`src/rtl/uart_receiver.sv`:
```
// uart_receiver
//   Oversampling UART receiver. The asynchronous line passes through a
//   two-flop synchronizer and is sampled once per bit at mid-bit. The
//   receiver deframes start, data (LSB first), optional parity and stop
//   bits. Each completed character produces a one-cycle valid_o pulse
//   together with its data and error flags.
//
// Ports:
//   clk_i          system clock
//   reset_i        synchronous, active-high reset
//   enable_i       permits detection of new start bits
//   rx_i           asynchronous serial input, idle high
//   data_o         last received character
//   valid_o        one-cycle pulse per completed frame
//   parity_error_o parity mismatch on last frame
//   frame_error_o  a stop bit sampled low on last frame
//   busy_o         frame reception in progress
module uart_receiver #(
  parameter int unsigned CLOCK_FREQUENCY = 50_000_000,
  parameter int unsigned BAUD_RATE       = 115_200,
  parameter int unsigned DATA_WIDTH      = 8,
  parameter int unsigned STOP_BITS       = 1,
  parameter bit          PARITY_ENABLE   = 1'b0,
  parameter              PARITY_TYPE     = "even"
) (
  input  logic                  clk_i,
  input  logic                  reset_i,
  input  logic                  enable_i,
  input  logic                  rx_i,
  output logic [DATA_WIDTH-1:0] data_o,
  output logic                  valid_o,
  output logic                  parity_error_o,
  output logic                  frame_error_o,
  output logic                  busy_o
);

  localparam int unsigned DIV  = CLOCK_FREQUENCY / BAUD_RATE;
  localparam int unsigned HALF = DIV / 2;
  localparam int unsigned CW   = $clog2(DIV);
  localparam bit          PARITY_ODD = (PARITY_TYPE != "even");

  typedef enum logic [2:0] {
    ST_IDLE,
    ST_START,
    ST_DATA,
    ST_PARITY,
    ST_STOP
  } state_t;

  state_t                state;
  logic [1:0]            sync;
  logic                  rx_s;
  logic [CW-1:0]         cnt;
  logic [3:0]            bit_cnt;
  logic                  stop_cnt;
  logic [DATA_WIDTH-1:0] shreg;
  logic                  perr_acc;
  logic                  fe_acc;
  logic                  exp_parity;

  assign rx_s       = sync[1];
  assign exp_parity = PARITY_ODD ? ~^shreg : ^shreg;

  always_ff @(posedge clk_i) begin
    if (reset_i) begin
      state          <= ST_IDLE;
      sync           <= '1;
      cnt            <= '0;
      bit_cnt        <= '0;
      stop_cnt       <= 1'b0;
      shreg          <= '0;
      perr_acc       <= 1'b0;
      fe_acc         <= 1'b0;
      data_o         <= '0;
      valid_o        <= 1'b0;
      parity_error_o <= 1'b0;
      frame_error_o  <= 1'b0;
      busy_o         <= 1'b0;
    end else begin
      sync    <= {sync[0], rx_i};
      valid_o <= 1'b0;
      case (state)
        ST_IDLE: begin
          cnt <= '0;
          if (enable_i && !rx_s) begin
            state    <= ST_START;
            busy_o   <= 1'b1;
            perr_acc <= 1'b0;
            fe_acc   <= 1'b0;
          end
        end

        ST_START: begin
          if (cnt == CW'(HALF - 1)) begin
            cnt <= '0;
            if (!rx_s) begin
              state   <= ST_DATA;
              bit_cnt <= '0;
            end else begin
              // Glitch rather than a start bit: drop it silently.
              state  <= ST_IDLE;
              busy_o <= 1'b0;
            end
          end else begin
            cnt <= cnt + CW'(1);
          end
        end

        ST_DATA: begin
          if (cnt == CW'(DIV - 1)) begin
            cnt   <= '0;
            shreg <= {rx_s, shreg[DATA_WIDTH-1:1]};
            if (bit_cnt == 4'(DATA_WIDTH - 1)) begin
              state    <= PARITY_ENABLE ? ST_PARITY : ST_STOP;
              stop_cnt <= 1'b0;
            end else begin
              bit_cnt <= bit_cnt + 4'd1;
            end
          end else begin
            cnt <= cnt + CW'(1);
          end
        end

        ST_PARITY: begin
          if (cnt == CW'(DIV - 1)) begin
            cnt      <= '0;
            perr_acc <= (rx_s != exp_parity);
            state    <= ST_STOP;
          end else begin
            cnt <= cnt + CW'(1);
          end
        end

        ST_STOP: begin
          if (cnt == CW'(DIV - 1)) begin
            cnt <= '0;
            if (!rx_s) fe_acc <= 1'b1;
            if (stop_cnt == 1'(STOP_BITS - 1)) begin
              // Current sample folded in directly since fe_acc updates late.
              state          <= ST_IDLE;
              busy_o         <= 1'b0;
              valid_o        <= 1'b1;
              data_o         <= shreg;
              parity_error_o <= PARITY_ENABLE && perr_acc;
              frame_error_o  <= fe_acc | ~rx_s;
            end else begin
              stop_cnt <= 1'b1;
            end
          end else begin
            cnt <= cnt + CW'(1);
          end
        end

        default: begin
          state  <= ST_IDLE;
          cnt    <= '0;
          busy_o <= 1'b0;
        end
      endcase
    end
  end

endmodule

```
`config.mk`:
```
export PLATFORM = sky130hd
export DESIGN_NAME = uart_receiver
export DESIGN_NICKNAME = d
export VERILOG_FILES = /design/src/rtl/uart_receiver.sv
export SDC_FILE = /design/constraint.sdc
export NUM_CORES = 1
export LEC_CHECK = 0
export ABC_AREA = 1
export BUFFER_PORTS_ARGS = -buffer_cell sky130_fd_sc_hd__buf_4
export CORE_ASPECT_RATIO = 0.7
export CORE_MARGIN = 10
export CORE_UTILIZATION = 53
export CTS_BUF_LIST = sky130_fd_sc_hd__clkbuf_8
export DETAILED_ROUTE_END_ITERATION = 10
export GPL_TIMING_DRIVEN = 0
export MAX_ROUTING_LAYER = met4
export PLACE_DENSITY = 0.82
export SYNTH_ARGS = -nofsm -noshare
export SYNTH_HDL_FRONTEND = slang
export SYNTH_SLANG_ARGS = --single-unit
```
`constraint.sdc`:
```
create_clock -name clk_i -period 3.35 [get_ports clk_i]
set_input_delay 0.67 -clock clk_i [delete_from_list [all_inputs] [get_ports clk_i]]
set_output_delay 0.67 -clock clk_i [all_outputs]
set_load 0.01 [all_outputs]
```
### Word level (Yosys, flattened, before mapping)

Cells that the tools add are included.
Widths: inputs -> output; s select.

| word-level totals | value |
|---|---|
| register bits after elaboration | 39 |
| bits in latches | 0 |
| RAM bits | 0 |
| ROM bits | 0 |
| bits of input ports | 4 |
| output and inout bits | 12 |
| logic and storage cells | 86 |
| memories | 0 |

| operators by class | value |
|---|---|
| $add $sub $neg | 2 |
| multiply operators | 0 |
| divide/modulo/power cells | 0 |
| order comparisons | 0 |
| equal/unequal tests | 18 |
| shift-type cells | 0 |
| muxes and demuxes | 33 |
| bitwise operators | 6 |
| reductions and logical operators | 16 |

Operators by type and width:

| kind | number |
|---|---|
| $ne 2x2->1 const B | 11 |
| $mux 3 | 7 |
| $mux 9 | 2 |
| $pmux 9 s2 | 1 |
| $mux 4 | 4 |
| $pmux 3 s5 | 1 |
| $mux 1 | 13 |
| $add 9x1->9 const B | 1 |
| $eq 9x8->1 const B | 1 |
| $eq 9x9->1 const B | 1 |
| $pmux 4 s2 | 1 |
| $reduce_and 4->1 | 2 |
| $reduce_and 7->1 | 1 |
| $eq 3x2->1 const B | 2 |
| $reduce_and 6->1 | 1 |
| $reduce_bool 2->1 | 3 |
| $reduce_or 3->1 | 2 |
| $not 1->1 | 5 |
| $reduce_and 5->1 | 1 |
| $add 4x1->4 const B | 1 |
| $eq 4x3->1 const B | 1 |
| $pmux 1 s2 | 2 |
| $pmux 1 s4 | 1 |
| $eq 3x1->1 const B | 1 |
| other kinds (9) | 9 |

### Depth between registers and ports, before layout

Gate-level depths: netlist of the first run.

| logic depth | value |
|---|---|
| depth after elaboration | 4 |
| depth in mapped cells | 11 |
| mapped depth without buffers | 11 |

### Least setup slack after synthesis of the first run

Ideal clock, no wire load.

| path | value |
|---|---|
| path kind | input -> register |
| start | input port enable_i |
| end | register state[1] |
| setup time | 0.064 ns |
| arrival | 1.236 ns |
| data required time | 3.286 ns |
| setup slack | 2.050 ns |
| cell stages on the path | 8 |
| buffers on the path | 0 |
| path through | inv_1 nor2_1 nor2_1 nor2_1 nand3_1 nand2_1 inv_1 nor2_1 |

| between the ends | value |
|---|---|
| longest elaborated chain between the ends | 3 |

RTL lines:

| element | RTL line | text |
|---|---|---|
| start, declared | 28 | `input logic enable_i,` |
| $logic_and 1x1->1 | 85 | `if (enable_i && !rx_s) begin` |
| $ne 2x2->1 (no source line) | -- |  |
| $reduce_and 7->1 (no source line) | -- |  |
| end signal, assigned | 114 | `state <= PARITY_ENABLE ? ST_PARITY : ST_STOP;` |
| end, declared | 50 | `state_t state;` |

No other way between the ends.
A chain may end at the register's enable or synchronous reset.

### Final worst setup path of the first run

| path | value |
|---|---|
| start | register cnt[1] |
| end | register data_o[0] |

| between the ends | value |
|---|---|
| longest elaborated chain between the ends | 2 |

RTL lines:

| element | RTL line | text |
|---|---|---|
| start, declared | 53 | `logic [CW-1:0] cnt;` |
| start signal, assigned | 105 | `cnt <= cnt + CW'(1);` |
| start signal, assigned | 120 | `cnt <= cnt + CW'(1);` |
| start signal, assigned | 130 | `cnt <= cnt + CW'(1);` |
| $eq 9x9->1 | 135 | `if (cnt == CW'(DIV - 1)) begin` |
| $reduce_and 3->1 (no source line) | -- |  |
| end signal, assigned | 143 | `data_o <= shreg;` |
| end, declared | 30 | `output logic [DATA_WIDTH-1:0] data_o,` |

No other way between the ends.

==> flow_results.org, run 1 <==
** Status
- The flow ran to the end, and the final reports show no timing, DRC or antenna violations.

** STA
- Final min period :: about 1500 ps
- Number of pins exceeding their max-slew limit in the final report :: 0
- The worst path uses a little under half of the clock period.
- Setup slack on the critical path of the routed design comes to approximately 1800 ps.
- Upper clock frequency limit :: about 650 MHz
- Setup repair after global routing left no endpoint under its margin.
- For the final routed database, the setup TNS stands at 0 ps.
- The hold violation count in the final report was 0.
- Number of failing setup endpoints in the final timing report :: 0
- On the final layout, the worst clock skew is 5.442 ps.

** Logic synthesis
- Counting every net in the synthesized netlist gives between 200 and 250.
- After synthesis, the share of cell area in mux cells is 0%.
- In this run, synthesis produced a sequential element count of 38.
- Sorting the synthesized cells by area gives the leading types as dfxtp_1, nor2_1, nand2_1, o21ai_0, inv_1.
- After synthesis, the most frequently instantiated cells are nor2_1, dfxtp_1, nand2_1.
- Synth async-reset ratio :: 0%
- The share of synthesized area in the top cell type comes to 43.37%.
- Among all flip-flop cells after synthesis, the most frequent one is dfxtp_1.
- Of the total synthesized cell area, the portion taken by XOR and XNOR cells is between 2 and 3%.
- Fraction of the mapped netlist area in simple logic gates :: 32.95%
- After synthesis, the largest family of logic cells by area is simple AND/OR/NAND/NOR gates.
- Sequential cells were found to cover 43.37% of the synthesized design area.
- Mapped Avg Cell Area :: 7.371 um2
- Summing the areas of all compound-gate instances in the mapped netlist gives a little over a tenth of the synthesized area.
- Share of synthesized cell area in full adder, half adder and majority cells :: under 10%
- Yosys mapped the design onto 29 distinct sky130hd cell types.
- In the synthesized netlist, the number of instances is 238.
- Cell type contributing the most total cell area after synthesis :: dfxtp_1
- During synthesis, Yosys emitted a total of 0 warnings.
- Syn Std Cell Area :: between 1500 and 2000 um2
- Number of enable flip-flop cells after synthesis :: 0
- nor2_1 is the most common cell in the netlist.

** Cells and area
- Filler cell count :: 290
- From synthesis to final layout, the design area changed by 13.41%.
- Share of cells above drive strength 1 :: between 15 and 20%
- Non-Filler Instances :: 296
- In the final design database the tool counted around 270 nets.
- 0 antenna diodes ended up in the layout.

** Place
- Last weighted congestion value of the routability-driven placer :: between 0.9 and 1
- Detailed placer's ending HPWL :: between 2000 and 3000 um
- Count of input and output buffers :: 14
- After detailed placement, the design holds a cell count of 290.
- At the placement stage, the worst setup path has a slack of 1751 ps.

** Worst setup path
- Startpoint kind of the worst setup timing path :: flop
- Worst reg2reg path startpoint :: cnt[1]
- The largest individual stage delay along the critical path comes from the cell dfxtp_1.
- Required time of the critical path :: approximately 3500 ps
- The critical path crosses 9 cells after its start point.
- Largest delay contributor family on the critical path :: simple AND/OR/NAND/NOR gates
- The critical path is of the reg -> reg type.
- The largest single stage delay on the critical path is roughly 330 ps.
- Of all nets on the critical path, the largest fanout is 10.
- Tracing the worst setup path back leads to its startpoint at cnt[1].
- For the worst setup path, the data arrival time is 1710 ps.
- Together, buffers and inverters on the worst path number 2.
- The worst register-to-register path has a depth of 9.
- Chain of cells forming the critical path :: inv_1 -> ha_1 -> nand2_1 -> nor2_4 -> nand2_4 -> nor2_4 -> inv_2 -> nor2_1 -> nor2_1
- Endpoint type of the worst setup path :: flop

** Drt
- Post-route met1 wirelength :: roughly 1800 um
- Top sig layer :: met4
- Met2 wire len :: 1328 um
- In the final routed layout, each cell accounts on average for roughly 11 um.
- The final layout contains routed wiring with a total length of between 3000 and 4000 um.
- Number of vias per cell after detailed routing :: a little over 5
- Starting DRC count in detailed routing :: 109
- For this run, design rule violations remaining after detail routing come to 0.
- Met3 routed WL :: between 200 and 300 um
- First-pass DRT Iterations :: 4
- Routed Antenna Nets :: 0
- For this block, the via count after detailed routing is ~1500.

** CTS
- The longest clock path from root to sink contains 2 buffers.
- For this design, the sink count on the clock tree is 38.
- Clock tree from TritonCTS :: yes
- Once the clock tree was built, the resizer swapped 0 gates to a different size.
- Number of buffers created by CTS :: 5
- After clock tree synthesis, the flow added hold-fix buffers numbering 0.
- Clock transition at the registers of the reported paths :: ~70 ps
- Clock root cell :: clkbuf_8
- Clock insertion delay at the later pin of the skew report :: 290 ps
- H-tree depth reported by CTS :: 2
- Setup fix buffers added after clock tree synthesis :: 0

** Worst hold path
- Worst min path class :: reg -> reg
- Counting instances, the worst hold path has a depth of 1.
- Worst hold start :: sync[0]

** Global routing
- The first global-routing pass estimated about 5600 um of wire.
- The number of global-route vias before repair is 1278.
- Global-route total usage across every layer :: between 10% and 20%
- Pin count of the biggest net entering global routing :: 11
- Initial antenna violation count :: 0
- For this run the aggregate overflow at the end of global routing stands at 0.

** Power
- The analysis attributes to cell leakage a power of 0.0009403 uW.
- Power per cell area :: 494.7 nW/um2
- IR analysis of the VDD net gives a maximum drop of around 400 uV.

** Floorplan
- Die Span Y :: 68.14 um
- Number of top-level pins :: 16
- The floorplan step defined a die boundary enclosing just over 6000 um2.
- Std-Cell Core Area :: 3169 um2
- Chip Width :: roughly 89 um
- Effective utilization at floorplan :: roughly 55%
- # rows :: 17

** Run
- Max-cap violations in this run came to 0.
[cell type report]
type                            count  area [um2]  share of cell area, %
Clock buffer                        6       82.58                  4.151
Multi-Input combinational cell    170       868.3                  43.65
Tap cell                           38       47.55                  2.390
Timing Repair Buffer               14       105.1                  5.283
Inverter                           26       97.59                  4.906
Buffer                              4       27.53                  1.384
Sequential cell                    38       760.7                  38.24
[cells in the final DEF (no fill, tap or decap), drive strengths merged, types with 6 or more instances in the layout]
cell type | synthesis | layout
nor2 | 66 | 66
inv | 26 | 26
o21ai | 21 | 21
nand3 | 9 | 9
nand2 | 42 | 42
buf | 3 | 17
clkbuf | 1 | 7
nand4 | 6 | 6
dfxtp | 38 | 38
a21oi | 8 | 8
[registers in the layout, indices dropped and copies added (netlist names)]
signal and count:
frame_error_o 1, fe_acc 1, shreg 8, data_o 8, valid_o 1, state 3, busy_o 1, cnt 9
sync 2, bit_cnt 4
[kinds of logic after synthesis]
group | after synthesis
and+or+nand+nor | 127
AOI/OAI and AO/OA | 32
adders and majority gates | 4
xor gates and xnor gates | 6
DFF | 38
other | 1
buffers and inverters | 30
[stage by stage]
step | total power (uW) | hold slack (ps) | instance area [um2] | utilization, %
global placement | 684.6 | 396.0 | 1907 | 60.17
finish | 984.1 | 410.0 | 1989 | 62.77
global route | 1038 | 421.6 | 1989 | 62.77
floorplan | 649.3 | 389.5 | 1754 | -
detailed placement | 688.7 | 398.5 | 1907 | 60.17
CTS | 988.6 | 414.8 | 1989 | 62.77
[path summary, 6_finish.rpt]
| kind | to | slack [ps] |
|---|---|---|
| worst min register to register | sync[1] | 410 |
| worst max-delay path | data_o[0] | 1820 |
| worst max register to register | data_o[0] | 1820 |
| worst min-delay path | sync[1] | 410 |
[power by group]
group	leakage (uW)	internal, uW	switching (uW)	total, uW
combinational	0.000590	67.4	126	193
clock	0.0000431	159	145	303
sequential	0.000307	471	16.3	488
[per-layer routing]
| layer | track usage [%] | up-vias |
|---|---|---|
| met5 | - | - |
| met4 | 4.217 | 0 |
| met3 | 4.508 | 7 |
| met2 | 16.74 | 37 |
| met1 | 15.61 | 671 |
| li1 | - | 789 |
(Power assumes the default switching activity.)
==> run 2: changes to the inputs <==
Settings changed: PLACE_DENSITY 0.82 to 0.85.
Clock period 3.35 ns to 1.2 ns, I/O delays scaled along.
==> flow_results.org, run 2 (synthesis results as in run 1) <==
** Status
- Run status :: finished, violations left
- Violations in the final reports :: setup timing

** Floorplan
- Chip Width :: a little under 90 um
- Die Span Y :: 68.14 um
- Area of the die :: 6048 um2
- For this design the top-level I/O count stands at 16.
- The initial utilization of the core area, before any placement, comes to between 50% and 60%.
- The initialized floorplan defines 17 standard-cell rows.
- After floorplanning, the core was sized to cover 3169 um2.

** STA
- The clock arrives with about 7.4 ps of skew.
- At the pin with the least slew margin, the transition time is approximately 570 ps.
- Number of failing setup endpoints in the final timing report :: 35
- Slew margin rel. :: between 60% and 70%
- Setup repair after global routing could not meet its margin everywhere.
- Final hold violation count :: 0
- Upper clock frequency limit :: about 630 MHz
- Dividing the final minimum period by the clock period gives 133.3%.
- Setup slack on the critical path of the routed design comes to -399.5 ps.
- Final min period :: between 1500 and 2000 ps
- The count of final max-slew check failures is 0.

** Run
- Across the run, the number of max-cap violations was 0.

** Drt
- Detailed routing inserted a total of around 1800 vias.
- Dividing the detail-routed wire length by the instance count gives around 17 um.
- DRC errors left :: 0
- In this run the remaining antenna-violating nets after routing total 0.
- Starting DRC count in detailed routing :: between 200 and 300
- Dividing the detail-routed via count by the number of cells gives between 5 and 6.
- Final Routed Wirelength :: around 5200 um
- The first TritonRoute pass finished after 7 iterations.

** Global routing
- The number of global-route vias before repair was approximately 1600.
- Global routing used roughly 15% of the available tracks across all layers.
- Overall overflow remaining after global route :: 0
- Entering global routing, the biggest net connects 12 pins.
- The first global-routing pass estimated roughly 7000 um of wire.
- Initial antenna violation count :: 0

** CTS
- At the later pin of the worst-skew pair, clock insertion delay measures approximately 290 ps.
- TritonCTS built the clock tree.
- H-tree depth reported by CTS :: 2
- In this run, CTS created clock tree buffers numbering 5.
- Clock root cell :: clkbuf_8
- The clock passes through at most 2 buffers.
- Clock transition at the registers of the reported paths :: approximately 80 ps
- Clock tree sinks :: 38

** Worst hold path
- Along the worst hold path, the cell count comes to 2.
- Worst hold start :: rx_i
- Worst min path class :: in -> reg
- The worst hold path terminates at sync[0].

** Worst setup path
- Critical path type :: reg -> reg
- Endpoint type of the worst setup path :: flop
- Depth of the worst register-to-register path :: 7
- Across all register-to-register paths, the minimum setup slack is -400 ps.
- Data arrives at the worst endpoint at 1820 ps.
- CP max FO :: 5
- The worst setup path is launched from a flop.
- Destination of the worst register-to-register timing path :: shreg[7]
- Worst reg2reg path startpoint :: state[1]
- At the worst endpoint, the required time is between 1000 and 1500 ps.

** Cells and area
- Post-layout util :: between 70% and 80%
- The largest registers in the layout are cnt: 9 flops, data_o: 8 flops, shreg: 8 flops.
- After routing the design area is ~2300 um2.
- The library cells used most frequently in the layout, excluding fill and tap cells, are nor2_1, dfxtp_1, nand2_1, buf_4, inv_1.
- Final net count :: around 280
- The register with the most flip-flops in the layout has 9 of them.
- The library cell used most frequently in the layout, excluding fill and tap cells, is nor2_1.
- Once layout is complete, the cells apart from fillers number between 300 and 400.
- Area added between synthesis and finish :: 32.53%
- Ranked by flip-flop count, first place goes to cnt.
- Share of cells above drive strength 1 :: a little under two fifths
- The number of antenna diodes in the final layout is 0.

** Place
- Placed standard-cell area :: 1946 um2
- Last weighted congestion value of the routability-driven placer :: approximately 0.94
- Number of cells in the design after placement :: 290
- After legalization and detailed placement, the total HPWL measured roughly 2700 um.
- In this run the tool buffered the top-level ports with 14 buffer cells.

** Power
- For this design the ratio of total power to cell area is 1367 nW/um2.
- Leakage power of the design :: 0.001016 uW
- The worst-case IR drop observed on VDD is ~690 uV.
[run 2: through the flow]
stage	total power (uW)	TNS, ps	hold WS (ps)	worst slack, ps
2_1_floorplan	1847	-497.8	302.4	-36.88
3_3_place_gp	1945	-4526	391.0	-201.7
3_5_place_dp	1963	-5516	396.0	-225.7
4_1_cts	3046	-5464	134.6	-211.8
5_1_grt	3271	-10420	141.8	-406.3
6_report	3179	-9266	128.9	-399.5
[run 2: critical path, cell delays in order (launching register included)]
cell,delay [ps]
dfxtp_1,400
inv_1,120
nor2_1,220
nand2_1,180
nor2_4,210
buf_6,180
o21ai_2,60
a21oi_1,150
[run 2: worst max path at each step]
stage | depth (start not counted) | to | slack (ps) | from
detailed placement | 9 | data_o[7] | -230 | cnt[1]
global placement | 9 | data_o[7] | -200 | cnt[1]
CTS | 9 | data_o[1] | -210 | cnt[1]
global route | 7 | bit_cnt[1] | -410 | state[1]
finish | 7 | shreg[7] | -400 | state[1]
floorplan | 11 | bit_cnt[2] | -40 | cnt[1]
[run 2: report_power, final]
part / switching [uW] / leakage (uW) / internal, uW
registers: 54.6 / 0.000311 / 1310
clock network: 451 / 0.0000575 / 580
logic: 521 / 0.000648 / 258
[run 2: final cells by class]
type	count	area (um2)
inverters	26	110.1
fillers	205	844.6
flip-flops and latches	38	773.2
clock buffers	8	110.1
multi-input cells	173	1084
repair buffers	22	172.7
plain buffers	4	27.53
well taps	38	47.55
[run 2: what timing repair did]
item | in CTS | in global routing
hold buffers | 0 | 0
pin swaps | 15 | 15
setup buffers | 2 | 5
setup endpoints to repair | 35 | 35
gates cloned | 4 | 0
resized for setup | 32 | 26
[run 2: routing by layer]
layer	part of all wire, %	track usage, %	wire, um	up-vias
li1	-	-	-	824
met1	39	18.54	2048	831
met2	44	23.20	2316	144
met5	0	-	0	-
met3	11	4.270	593	40
met4	5.5	7.028	290	0
